===== src/rtl/series_accumulator.sv =====
// Sequential odd-power series evaluator: result = sum coef[k] * x^(2k+1) in signed Q5.10.
// Walks an external coefficient ROM one term per cycle and saturates the final sum.
module series_accumulator #(
    parameter int unsigned DATA_W = 16,
    parameter int unsigned FRAC   = 10,
    parameter int unsigned TERMS  = 7,
    parameter int unsigned ACC_W  = 24
) (
    input  logic              clk,
    input  logic              rst,
    input  logic              start,
    input  logic [DATA_W-1:0] x,
    output logic [2:0]        rom_sel,
    input  logic [DATA_W-1:0] coef,
    output logic              busy,
    output logic              done,
    output logic [DATA_W-1:0] result,
    output logic              sat
);

    localparam int unsigned PROD_W = 2 * DATA_W;
    localparam logic signed [PROD_W-1:0] SatMax = {{(DATA_W + 1){1'b0}}, {(DATA_W - 1){1'b1}}};
    localparam logic signed [PROD_W-1:0] SatMin = {{(DATA_W + 1){1'b1}}, {(DATA_W - 1){1'b0}}};
    localparam logic [2:0] LastK = 3'(TERMS - 1);

    typedef enum logic [1:0] {StIdle, StSquare, StTerm, StDone} state_e;

    state_e                    state_q, state_d;
    logic [2:0]                k_q, k_d;
    logic signed [DATA_W-1:0]  x_q, x_d;
    logic signed [DATA_W-1:0]  xsq_q, xsq_d;
    logic signed [DATA_W-1:0]  p_q, p_d;
    logic signed [DATA_W-1:0]  result_q, result_d;
    logic signed [ACC_W-1:0]   acc_q, acc_d;
    logic                      sat_q, sat_d;

    logic signed [PROD_W-1:0]  sq_prod, sq_shr;
    logic signed [PROD_W-1:0]  term_prod, term_shr;
    logic signed [PROD_W-1:0]  pow_prod, pow_shr;
    logic signed [PROD_W-1:0]  acc_ext;

    function automatic logic signed [DATA_W-1:0] sat_fn(input logic signed [PROD_W-1:0] v);
        if (v > SatMax) begin
            return SatMax[DATA_W-1:0];
        end else if (v < SatMin) begin
            return SatMin[DATA_W-1:0];
        end
        return v[DATA_W-1:0];
    endfunction

    function automatic logic ovf_fn(input logic signed [PROD_W-1:0] v);
        return (v > SatMax) || (v < SatMin);
    endfunction

    // Arithmetic right shifts on signed operands floor toward -inf.
    assign sq_prod   = x_q * x_q;
    assign sq_shr    = sq_prod >>> FRAC;
    assign term_prod = $signed(coef) * p_q;
    assign term_shr  = term_prod >>> FRAC;
    assign pow_prod  = p_q * xsq_q;
    assign pow_shr   = pow_prod >>> FRAC;
    assign acc_ext   = PROD_W'(acc_q);

    assign busy    = (state_q != StIdle);
    assign done    = (state_q == StDone);
    assign rom_sel = (state_q == StTerm) ? k_q : 3'd0;
    // The final sum is presented during the done cycle itself, then held in result_q.
    assign result  = done ? sat_fn(acc_ext) : result_q;
    assign sat     = done ? ovf_fn(acc_ext) : sat_q;

    always_comb begin
        state_d  = state_q;
        k_d      = k_q;
        x_d      = x_q;
        xsq_d    = xsq_q;
        p_d      = p_q;
        acc_d    = acc_q;
        result_d = result_q;
        sat_d    = sat_q;
        case (state_q)
            StIdle: begin
                if (start) begin
                    x_d     = x;
                    acc_d   = '0;
                    k_d     = '0;
                    state_d = StSquare;
                end
            end
            StSquare: begin
                xsq_d   = sat_fn(sq_shr);
                p_d     = x_q;
                state_d = StTerm;
            end
            StTerm: begin
                // The shifted term always fits ACC_W, so the truncating cast keeps its sign.
                acc_d = acc_q + ACC_W'(term_shr);
                p_d   = sat_fn(pow_shr);
                k_d   = k_q + 3'd1;
                if (k_q == LastK) begin
                    state_d = StDone;
                end
            end
            StDone: begin
                result_d = sat_fn(acc_ext);
                sat_d    = ovf_fn(acc_ext);
                k_d      = '0;
                state_d  = StIdle;
            end
            default: state_d = StIdle;
        endcase
    end

    always_ff @(posedge clk) begin
        if (rst) begin
            state_q  <= StIdle;
            k_q      <= '0;
            x_q      <= '0;
            xsq_q    <= '0;
            p_q      <= '0;
            acc_q    <= '0;
            result_q <= '0;
            sat_q    <= 1'b0;
        end else begin
            state_q  <= state_d;
            k_q      <= k_d;
            x_q      <= x_d;
            xsq_q    <= xsq_d;
            p_q      <= p_d;
            acc_q    <= acc_d;
            result_q <= result_d;
            sat_q    <= sat_d;
        end
    end

endmodule


===== config.mk =====
export PLATFORM = sky130hd
export DESIGN_NAME = series_accumulator
export DESIGN_NICKNAME = d
export VERILOG_FILES = /design/src/rtl/series_accumulator.sv
export SDC_FILE = /design/constraint.sdc
export NUM_CORES = 2
export LEC_CHECK = 0
export CAP_MARGIN = 5
export CORE_MARGIN = 2
export CORE_UTILIZATION = 35
export DETAILED_ROUTE_END_ITERATION = 10
export SLEW_MARGIN = 0
export SYNTH_ARGS = -nofsm -noshare
export SYNTH_HDL_FRONTEND = slang
export SYNTH_SLANG_ARGS = --single-unit

===== constraint.sdc =====
create_clock -name clk -period 22.3 [get_ports clk]
set_input_delay 2.23 -clock clk [delete_from_list [all_inputs] [get_ports clk]]
set_output_delay 2.23 -clock clk [all_outputs]
set_load 0.02 [all_outputs]

# Word level (Yosys, flattened, before mapping)
# Cells that the tools add are included.
# W data, S select, Z words.
totals:
  out_inout_bits: 22
  ram_bits: 0
  register_bits: 94
  elab_cells: 65
  mem_count: 0
  input_bits: 35
  rom_bits: 0
  latchBits: 0
classes:
  add_sub_neg: 2
  div: 0
  shift: 0
  n_bitwise: 0
  mux: 30
  n_reduce_logical: 10
  n_eq_ne: 6
  magnitude_cmp: 6
  multipliers: 3
op_table:
  columns: ["operator", "count"]
  rows:
  - ["$mux W16", 11]
  - ["$mul A16 B16 Y32", 3]
  - ["$pmux W24 S2", 1]
  - ["$gt A22 B16 Y1 const B", 2]
  - ["$lt A22 B16 Y1 const B", 2]
  - ["$pmux W16 S2", 1]
  - ["$add A24 B22 Y24", 1]
  - ["$gt A24 B16 Y1 const B", 1]
  - ["$lt A24 B16 Y1 const B", 1]
  - ["$mux W24", 1]
  - ["$mux W1", 10]
  - ["$pmux W3 S3", 1]
  - ["$pmux W2 S4", 1]
  - ["$reduce_and A2 Y1", 4]
  - ["$mux W3", 2]
  - ["$reduce_bool A2 Y1", 3]
  - ["$eq A2 B2 Y1 const B", 2]
  - ["$mux W2", 2]
  - ["$add A3 B1 Y3 const B", 1]
  - ["$eq A3 B3 Y1 const B", 1]
  - ["$reduce_bool A3 Y1", 1]
  - ["$eq A2 B1 Y1 const B", 1]
  - ["$logic_not A2 Y1", 1]
  - ["$ne A2 B1 Y1 const B", 1]
  - ["2 further kinds", 2]

# Longest topological paths before layout
logic_depth:
  word_depth: 7
  mapped_depth: 36
  mapped_depth_nobuf: 35

# Worst setup path before layout
# Ideal clock, no wire load.
synth_timing:
  kind: "input to register"
  startpoint: "input coef[7]"
  endpoint: "register acc_q[23]"
  arrival_ps: 9451
  cell_stages: 34
  setup_time_ps: 64
  n_path_buf: 1
  setup_slack_ps: 12785
  t_required_ps: 22236
  path_cell_list: "clkbuf_1 > nand2_1 > fa_1 > inv_1 > fa_1 > inv_1 > fa_1 > inv_1 > fa_1 > fa_1 > inv_1 > fa_1 > inv_1 > ha_1 > a21o_1 > a21oi_1 > o21ai_0 > a221o_1 > a21oi_1 > nor2b_1 > o21a_1 > nor2_1 > nor2b_1 > nor2_1 > xnor2_1 > ha_1 > o21a_1 > o21ai_0 > a21oi_1 > nand3_1 > a31oi_1 > a31oi_1 > or4b_2 > nand4_1"
synth_via:
  elab_chain_len: 3
synth_lines:
  columns: ["element", "line", "text"]
  rows:
  - ["start, declared", "14", "input logic [DATA_W-1:0] coef,"]
  - ["$mul A16 B16 Y32", "58", "assign term_prod = $signed(coef) * p_q;"]
  - ["$add A24 B22 Y24", "96", "acc_d = acc_q + ACC_W'(term_shr);"]
  - ["$pmux W24 S2", "80", "case (state_q)"]
  - ["end signal, assigned", "120", "acc_q <= '0;"]
  - ["end signal, assigned", "129", "acc_q <= acc_d;"]
  - ["end, declared", "34", "logic signed [ACC_W-1:0] acc_q, acc_d;"]
# No other way between the ends.
# A chain may end at the register's enable or synchronous reset.

# Worst setup path after layout
layout_timing:
  startpoint: "input coef[10]"
  endpoint: "register acc_q[23]"
# The elaborated chain is that of the path after synthesis.

==> results.md <==
* Relative slew slack at around a fifth
* Initial drt markers at 1,098
* CP max FO at 16
* Synth Register Bits at 94
* Commonest cells after routing, fill and taps aside: inv_1, fa_1, nand2_1
* Port Buf Inserts at 56
* Most used DFF post-synth: dfxtp_1
* Row cnt at 111
* Leakage power figure at approximately 18 nW
* Vias in the first global route at around 25,000
* Hold Crit Start: p_q[3]
* Power per cell area at 135.8 nW/µm²
* Worst R2R Path Depth at 34
* Die area at 95,220 µm²
* Pwr Total at ~4.7 mW
* Skew final at 0.01705 ns
* Status: finished, final reports clean
* Hold buffers post-CTS at 0
* Cell Area, Synth at 32,470 µm²
* First-pass GRT wire length at around 130,000 µm
* Area growth from synthesis to layout at 6.589%
* CP max-delay cell: clkdlybuf4s50_1
* Comb power frac at 88.9%
* CTS H-tree depth at 3
* Post-synth ARST share at 0%
* Tmin final at between 10 and 15 ns
* Die width at 308.6 µm
* GPL Wtd Cong at ~0.85
* Setup crit start kind: primary input
* Post-DR wirelength/cell at about 16 µm
* Clock Pin Slew Worst Setup and Hold Paths at roughly 0.080 ns
* Boundary Pins at 57
* Max_cap viols at 0
* Ys Warns at 0
* Layout cells sized above 1 at 2.028%
* Register area at roughly 1900 µm²
* Syn nets at 4,707
* Dpl cells at ~4,800
* Max Buffers Root-to-Sink at 2
* Largest stage delay on the critical path at between 0.7 and 0.8 ns
* Hold depth at 2
* Die height at roughly 310 µm
* Setup ws final at about 12 ns
* Clock latency on the worst-skew pair at 0.38 ns
* Fin nets at between 4,000 and 5,000
* Most common library cell in the layout ignoring fill and taps: inv_1
* Most frequent CP cell: fa_1
* Largest net degree at the start of global routing at 50
* Drt total wl at approximately 76,000 µm
* Worst hold path type: register to register
* CTS tree: done
* TritonRoute pass-1 iters at 5
* Diode count at 0
* R2R Path End: acc_q[23]
* CTS Buf Count at 9
* Initial antenna violation count at 1
* Syn Area/Cell at a little under 9 µm²
* Remaining global-route overflow at 0
* Peak supply drop at around 0.10 mV
* Clock power frac at 3.7%
* Post-cts resize count at 0
* Final setup viols at 0
* Critical setup path kind: primary input to register
* Routed vias/inst at 4.707
* Seq pwr share at 7.4%
* Initial core utilization at between 30 and 40%
* WP data arrival at between 10 and 15 ns
* Register area share after synthesis at under 10%
* Antenna-violating nets left at 0
* Final Cycle Share at ~48%
* Worst-margin pin slew at about 1.2 ns
* Reg2reg setup slack at between 10 and 15 ns
* Layout Cells excl Fill at around 4,800
* Worst EP required at 22.61 ns
* Fmax at about 0.094 GHz
* Postcts setup bufs at 0
* Worst setup EP type: register
* Sw Pwr at ~2.7 mW
* RSZ-0062 raised after global routing: no
* Overall routing resource usage at about 17%
* DR DRC count at 0
* Hold Violations, Final at 0
* Core ar. at 91,800 µm²
* Final TNS setup at 0 ns
* Number of synthesized flops with an enable pin at 0
* Area of the multi-input gates at 26,580 µm²
* Max Slew Vio Count at 0
* Pre-CTS setup slack at ~11 ns
* Switching Share at 57.53%
* Filler cells at ~9,300
* Hold path endpoint: p_q[3]
* Detailed Place HPWL at just over 60,000 µm
* R2r startpoint: p_q[8]
* CTS Root Cell: clkbuf_16
* Yosys cell types at 63
* Cells after Synth at between 3,000 and 4,000
* Total internal power at about 2.0 mW
* Sink Count at 94
* Via count at approximately 23,000
worst max-delay path, delay by kind of cell:
| family | cells | cell delay [ns] |
|---|---|---|
| adder cells (fa/ha/maj) | 8 | 3.63 |
| AO/OA/AOI/OAI | 11 | 2.35 |
| AND/OR/NAND/NOR | 8 | 1.73 |
| buffers and inverters | 5 | 0.97 |
| XOR/XNOR | 1 | 0.09 |
worst max path at each step:
stage               startpoint   endpoint  slack, ns  depth (start not counted)
global placement       coef[7]  acc_q[23]      11.35                         34
floorplan              coef[7]  acc_q[23]      12.79                         34
global route           coef[7]  acc_q[23]      11.10                         34
detailed placement    coef[10]  acc_q[23]      11.28                         33
CTS                    coef[7]  acc_q[23]      11.65                         34
finish                coef[10]  acc_q[23]      11.61                         33
kinds of logic (layout without fill, tap and decap cells):
family | count (synthesis) | in the layout | share of synthesized area, %
multiplexers | 7 | 7 | 0.2273
AND/OR/NAND/NOR | 1025 | 1025 | 15.08
AO/OA/AOI/OAI | 311 | 311 | 6.412
buffers and inverters | 1067 | 1028 | 12.35
XOR/XNOR | 100 | 100 | 2.697
adder cells (fa/ha/maj) | 1034 | 1034 | 57.44
flip-flops | 94 | 94 | 5.796
layer usage:
metal,wire (µm),global-route usage (%),vias to the layer above
met2,38350,30.46,351
li1,-,-,10665
met3,2231,0.7810,73
met1,33970,23.10,11700
met5,0,0,-
met4,1782,4.651,0
state kept, by name, summed over array words and instances, names as in the netlist:
register	flops
p_q	16
k_q	3
state_q	2
x_q	16
result_q	16
xsq_q	16
sat_q	1
acc_q	24
synthesized netlist by cell type (all sizes together) (16+ instances only):
cell / instances / area share [%]
ha: 273 / 11
xnor2: 76 / 2.1
clkbuf: 141 / 1.6
nand2: 421 / 4.9
nand2b: 23 / 0.44
inv: 922 / 11
dfxtp: 94 / 5.8
a21o: 23 / 0.53
and2: 279 / 5.4
a21oi: 112 / 1.7
o21ai: 58 / 0.91
o21a: 16 / 0.37
nor2: 173 / 2.0
nor3: 32 / 0.51
fa: 761 / 47
nor2b: 37 / 0.71
xor2: 24 / 0.65
power groups by stage:
stage | sequential [mW] | clock (mW) | combinational, mW
global route | 0.356 | 0.182 | 4.80
global placement | 0.348 | 0 | 4.15
finish | 0.347 | 0.173 | 4.18
floorplan | 0.262 | 0 | 3.17
detailed placement | 0.348 | 0 | 4.17
CTS | 0.344 | 0.177 | 4.23
metrics by stage:
stage          area [µm²]  utilization, %  hold WS [ns]
2_1_floorplan       32470               -        0.4623
3_3_place_gp        34300           37.36        0.4357
3_5_place_dp        34300           37.36        0.4436
4_1_cts             34610           37.70        0.4635
5_1_grt             34610           37.70        0.4791
6_report            34610           37.70        0.4600
area by class of cell:
class                      count  share of cell area [%]
timing repair buffer          90                   2.350
tap                         1243                   4.494
clock inverter                 6                  0.2169
multi-input combinational   2477                   76.81
inverter                     922                   10.00
clock buffer                  10                  0.6905
sequential                    94                   5.441
Power figures use the tool's default switching activity.
